$ cat config.mk
export PLATFORM = sky130hd
export DESIGN_NAME = vc_input_buffer
export DESIGN_NICKNAME = d
export VERILOG_FILES = /design/src/rtl/vc_input_buffer.sv
export SDC_FILE = /design/constraint.sdc
export NUM_CORES = 1
export LEC_CHECK = 0
export BUFFER_PORTS_ARGS = -buffer_cell sky130_fd_sc_hd__clkbuf_2
export CORE_MARGIN = 4
export CORE_UTILIZATION = 45
export CTS_CLUSTER_DIAMETER = 80
export CTS_CLUSTER_SIZE = 10
export DETAILED_ROUTE_END_ITERATION = 12
export PLACE_DENSITY_LB_ADDON = 0.12
export SLEW_MARGIN = 5
export SYNTH_ARGS = -nofsm -noshare
export SYNTH_HDL_FRONTEND = slang
export SYNTH_SLANG_ARGS = --single-unit
export TNS_END_PERCENT = 20
$ cat constraint.sdc
create_clock -name clk -period 5.9 [get_ports clk]
set_input_delay 0 -clock clk [delete_from_list [all_inputs] [get_ports clk]]
set_output_delay 0 -clock clk [all_outputs]
set_load 0.005 [all_outputs]
$ cat src/rtl/vc_input_buffer.sv
// vc_input_buffer: per-input-port virtual-channel buffer upstream of the switch.
// One FIFO per VC, round-robin head selection with a hold lock while the switch
// stalls, per-VC free-space flags and one credit pulse per dequeued flit.
// Optional feature: define VC_BUFFER_ERR_EN to add the sticky err_overflow port.

package vc_input_buffer_pkg;
    localparam int FLIT_W = 32;
    typedef logic [FLIT_W-1:0] flit_t;
endpackage

module vc_input_buffer
    import vc_input_buffer_pkg::*;
#(
    parameter  int NUM_VCS = 2,
    parameter  int DEPTH   = 4,
    localparam int VC_W    = (NUM_VCS > 1) ? $clog2(NUM_VCS) : 1
) (
    input  logic               clk,
    input  logic               rst,
    input  logic               in_valid,
    input  flit_t              in_flit,
    input  logic [VC_W-1:0]    in_vc,
    output flit_t              out_flit,
    output logic [VC_W-1:0]    out_vc,
    output logic               data_ready,
    input  logic               pop,
    output logic [NUM_VCS-1:0] buffer_available,
    output logic [NUM_VCS-1:0] credit_return
`ifdef VC_BUFFER_ERR_EN
    ,
    output logic               err_overflow
`endif
);

    localparam int PTR_W = (DEPTH > 1) ? $clog2(DEPTH) : 1;
    localparam int CNT_W = $clog2(DEPTH + 1);

    typedef logic [PTR_W-1:0] ptr_t;
    typedef logic [CNT_W-1:0] cnt_t;
    typedef logic [VC_W-1:0]  vc_t;

    localparam ptr_t PTR_LAST = PTR_W'(DEPTH - 1);
    localparam cnt_t CNT_FULL = CNT_W'(DEPTH);

    // Per-VC storage and bookkeeping
    flit_t r_mem    [NUM_VCS][DEPTH];
    ptr_t  r_rd_ptr [NUM_VCS];
    ptr_t  r_wr_ptr [NUM_VCS];
    cnt_t  r_count  [NUM_VCS];

    // Arbitration state
    vc_t                r_rr_ptr;
    vc_t                r_lock_vc;
    logic               r_locked;
    logic [NUM_VCS-1:0] r_credit;

    // Combinational decode
    logic [NUM_VCS-1:0] w_has_data;
    logic [NUM_VCS-1:0] w_push_vec;
    logic [NUM_VCS-1:0] w_pop_vec;
    vc_t                w_rr_sel;
    logic               w_rr_hit;
    vc_t                w_sel;
    logic               w_data_ready;
    logic               w_in_vc_ok;
    logic               w_push_ok;
    logic               w_pop_ok;

    // Pointer increment with wrap at DEPTH-1 (DEPTH need not be a power of 2)
    function automatic ptr_t ptr_next(input ptr_t p);
        return (p == PTR_LAST) ? '0 : p + PTR_W'(1);
    endfunction

    // VC index `offset` positions after `base`, modulo NUM_VCS
    function automatic vc_t rr_index(input vc_t base, input int offset);
        return vc_t'((int'(base) + offset) % NUM_VCS);
    endfunction

    // Per-VC occupancy flags and free-space report
    always_comb begin
        for (int v = 0; v < NUM_VCS; v++) begin
            w_has_data[v]       = (r_count[v] != '0);
            buffer_available[v] = (r_count[v] != CNT_FULL);
        end
    end

    // Round-robin search for the first non-empty VC after the last served one
    always_comb begin
        // NOTE: every always_comb output gets a default first so no path can infer a latch.
        w_rr_sel = '0;
        w_rr_hit = 1'b0;
        for (int i = 1; i <= NUM_VCS; i++) begin
            if (!w_rr_hit && w_has_data[rr_index(r_rr_ptr, i)]) begin
                w_rr_sel = rr_index(r_rr_ptr, i);
                w_rr_hit = 1'b1;
            end
        end
    end

    // Head presentation: a stalled head stays locked until the switch pops it
    always_comb begin
        w_sel        = r_locked ? r_lock_vc : w_rr_sel;
        w_data_ready = w_has_data[w_sel];
        out_flit     = r_mem[w_sel][r_rd_ptr[w_sel]];
        out_vc       = w_sel;
        data_ready   = w_data_ready;
    end

    // Accept/dequeue qualification and per-VC one-hot strobes
    always_comb begin
        w_in_vc_ok = ({1'b0, in_vc} < (VC_W + 1)'(NUM_VCS));
        w_push_ok  = in_valid && w_in_vc_ok && (r_count[in_vc] != CNT_FULL);
        w_pop_ok   = pop && w_data_ready;
        for (int v = 0; v < NUM_VCS; v++) begin
            w_push_vec[v] = w_push_ok && (in_vc == vc_t'(v));
            w_pop_vec[v]  = w_pop_ok && (w_sel == vc_t'(v));
        end
    end

    // Flit storage write; the full check above makes a push to a full VC a drop
    // NOTE: storage is not reset; count gates every read, so stale entries are never presented.
    always_ff @(posedge clk) begin
        if (w_push_ok) begin
            r_mem[in_vc][r_wr_ptr[in_vc]] <= in_flit;
        end
    end

    // Per-VC pointers and occupancy; reset discards all stored flits at once
    always_ff @(posedge clk or posedge rst) begin
        // NOTE: sequential state uses non-blocking assignments so every register samples pre-edge values.
        if (rst) begin
            for (int v = 0; v < NUM_VCS; v++) begin
                r_rd_ptr[v] <= '0;
                r_wr_ptr[v] <= '0;
                r_count[v]  <= '0;
            end
        end else begin
            for (int v = 0; v < NUM_VCS; v++) begin
                if (w_push_vec[v]) begin
                    r_wr_ptr[v] <= ptr_next(r_wr_ptr[v]);
                end
                if (w_pop_vec[v]) begin
                    r_rd_ptr[v] <= ptr_next(r_rd_ptr[v]);
                end
                if (w_push_vec[v] && !w_pop_vec[v]) begin
                    r_count[v] <= r_count[v] + CNT_W'(1);
                end else if (!w_push_vec[v] && w_pop_vec[v]) begin
                    r_count[v] <= r_count[v] - CNT_W'(1);
                end
            end
        end
    end

    // Round-robin pointer, head lock and credit pulse generation
    always_ff @(posedge clk or posedge rst) begin
        if (rst) begin
            r_rr_ptr  <= vc_t'(NUM_VCS - 1);
            r_locked  <= 1'b0;
            r_lock_vc <= '0;
            r_credit  <= '0;
        end else begin
            r_credit <= w_pop_vec;
            if (w_pop_ok) begin
                r_rr_ptr <= w_sel;
                r_locked <= 1'b0;
            end else if (w_data_ready) begin
                r_locked  <= 1'b1;
                r_lock_vc <= w_sel;
            end
        end
    end

    assign credit_return = r_credit;

`ifdef VC_BUFFER_ERR_EN
    logic r_err;

    // Sticky flag for any push that had to be dropped
    always_ff @(posedge clk or posedge rst) begin
        if (rst) begin
            r_err <= 1'b0;
        end else if (in_valid && !w_push_ok) begin
            r_err <= 1'b1;
        end
    end

    assign err_overflow = r_err;
`endif

endmodule

==> metrics.csv <==
metric,value,unit
postCtsSetupRepairBufs,0,
dpl.hpwl,10750,um
viasPerCell,5.378,
met3_usage,2.582,%
insertion_delay,0.52,ns
synth_seq_cells,275,
gp_congestion,0.7303,
clockBufferDepth,3,
yosysWarnings,0,
required,5.90,ns
drt_iter0_drc,310,
setup_viol,0,
synth-edff-count,256,
yosysSeqAreaShare,75.55,%
grt_remaining_overflow,0,
ys_async_sr_fraction,6.909,%
maxCapViolations,0,
worstMarginPinSlew,1.070,ns
status,finished clean,
syn_nets,508,
hold_viol,0,
cp-end-kind,output pin,
track_usage,15.40,%
path_max_fanout,33,
cp_slowest_cell,buf_4,
use_met1,21.43,%
postPlaceCellArea,0.01154,mm2
ioPinCount,75,
route.detailed.wl_per_inst,21.58,um
min_period,2.800,ns
h-tree-depth,1,
die_h,163.0,um
syn-mean-instance-area,23.34,um2
dp.cells,845,
powerDensity,477.8,mW/mm2
rows,56,
grt_antenna_before_repair,0,
worstPathCellList,or4_4 > o211ai_4 > buf_4 > mux2_2 > clkbuf_2,
cts_resized,0,
rsz0062_at_grt,false,
grt-busiest-layer,met2,
fin_skew,0.01052,ns
maxSlewViolCount,0,
drtPass1Iterations,4,
fillers,1893,
initial_utilization,45.90,%
final_nets,638,
grt_pass1_wl,31050,um
cts_tree,built,
power.leakage,4.344,nW
grt_max_degree,35,
synth.distinct_cells,39,
clkPwrFrac,26.5,%
gr-usage-met2,25.98,%
clk_pin_slew,0.05,ns
design.core.area,0.02354,mm2
crit_type,reg2out,
p_sw_share,27.60,%
antenna_cells,0,
yosysTopAreaCellShare,71.14,%
cts_buffers,31,
cpPeakStageDelay,0.62,ns
cts_sinks,275,
cts_root_buffer,clkbuf_16,
grt_pass1_vias,5340,
setup_tns,0,ns
hp-class,in2reg,
p_switching,0.001676,W
synth_ff_type,edfxtp_1,
relSlewSlack,28.70,%
synthCells,463,
final_cell_area,0.01271,mm2
layout-drive-gt1-share,39.74,%
io_buffers,74,
die_area,0.02656,mm2
post-route-period-util,47.45,%
chipWidth,163.0,um
wirelength,19920,um
area_delta_synth_final,17.60,%
p_comb_share,29.2,%
drc,0,
p_seq_share,44.3,%
yosys.area.top_type,edfxtp_1,
ir_worst_vdd,0.0003034,V
syn_area,0.01081,mm2
fmax,0.3572,GHz
final_cells,923,
vias,4964,
start_kind,flop,
ant_nets,0,
crit_arrival,2.80,ns
intPower,0.004396,W
ys_top_cells_by_area,"edfxtp_1, mux4_2, dfrtp_1, mux2_4, mux2_2",
post-route-util,53.98,%
-- path summary, 6_finish.rpt --
check	startpoint	end	slack (ns)	depth (start not counted)
worst max-delay path	r_count[1]$_DFFE_PP0P_	out_flit[0]	3.10	5
worst min-delay path	in_vc	r_wr_ptr[1]$_DFFE_PP0P_	0.08	4
worst max register to register	r_count[1]$_DFFE_PP0P_	r_count[2]$_DFFE_PP0P_	3.53	8
worst min register to register	r_count[5]$_DFFE_PP0P_	r_count[5]$_DFFE_PP0P_	0.56	1
max in group asynchronous	rst	r_rd_ptr[0]$_DFFE_PP0P_	5.24	3
min in group asynchronous	rst	r_wr_ptr[3]$_DFFE_PP0P_	0.14	3
-- cell usage after synthesis (2+ instances only) --
cell	n
edfxtp_1	256
o21ai_0	2
ha_1	6
and3_1	2
xnor2_1	2
fa_1	2
mux2_2	13
clkbuf_1	8
xor2_1	4
or3_1	2
dfrtp_1	18
buf_12	3
nor2_1	8
mux4_2	64
nor3_1	3
mux2_4	29
nor3b_1	4
buf_2	8
inv_1	9
-- registers in the layout (all words and copies together) (netlist names) --
signal / flops
r_wr_ptr: 4
r_rd_ptr: 4
r_count: 6
r_locked: 1
r_rr_ptr: 1
credit_return: 2
r_mem: 256
r_lock_vc: 1
-- repair_timing --
item,4_1_cts,5_1_grt
endpoints found under the setup margin,0,0
endpoints found under the hold margin,280,0
hold buffers,34,0
-- critical path, delay by kind of cell, from the launching register on --
family          cells  cell delay (ns)
simple gates        1             0.58
buf+inv             2             0.73
flops               1             0.45
compound gates      1             0.09
mux                 1             0.42
-- final cells by class --
class | count | area [um2] | share of cell area [%]
inverters | 9 | 33.78 | 0.2658
multi-input cells | 159 | 2500 | 19.67
well taps | 319 | 399.1 | 3.141
clock inverters | 1 | 7.507 | 0.05907
flip-flops and latches | 275 | 8169 | 64.28
clock buffers | 43 | 820.8 | 6.459
repair buffers | 117 | 778.2 | 6.124
-- layout by cell type (no fill, tap or decap), drive strengths merged, types with 6 or more instances in the layout --
master and instances:
ha 6, clkbuf 117, buf 9, nor2 8, inv 9, edfxtp 256
mux4 64, mux2 42, dlygate4sd3 34, dfrtp 18
-- metal layers --
layer,part of all wire (%),vias up,wire length (um)
met3,4.4,25,873
met2,51,103,10070
met1,44,2644,8681
li1,-,2192,-
met4,1.5,0,294
met5,0,-,0
-- power by group through the flow --
stage | Clock (W) | Sequential, W | Combinational (W)
final | 0.00161 | 0.00269 | 0.00177
after global routing | 0.00175 | 0.00274 | 0.00194
after CTS | 0.00166 | 0.00271 | 0.00184
after detailed placement | 0 | 0.00274 | 0.00181
after global placement | 0 | 0.00273 | 0.00179
after floorplan | 0 | 0.00254 | 0.00144
-- through the flow --
| step | total power, W | setup slack [ns] | hold slack [ns] |
|---|---|---|---|
| after floorplan | 0.003974 | 2.261 | -0.04961 |
| after global placement | 0.004521 | 3.579 | 0.1449 |
| after detailed placement | 0.004553 | 3.525 | 0.1506 |
| after CTS | 0.006197 | 3.037 | 0.05232 |
| after global routing | 0.006424 | 2.957 | 0.1162 |
| final | 0.006072 | 3.100 | 0.08384 |
-- cell families (layout without fill, tap and decap cells) --
logic type                 count (synthesis)  after routing  synth area share (%)
xor gates and xnor gates                   6              6                0.4863
buffers and inverters                     29            170                 1.621
adders and majority gates                  8              8                 1.065
muxes                                    106            106                 18.72
and+or+nand+nor                           28             28                 1.598
DFF                                      275            275                 75.55
AOI/OAI and AO/OA                         11             11                0.9610
Note: power is estimated with default switching activity, not from simulation.
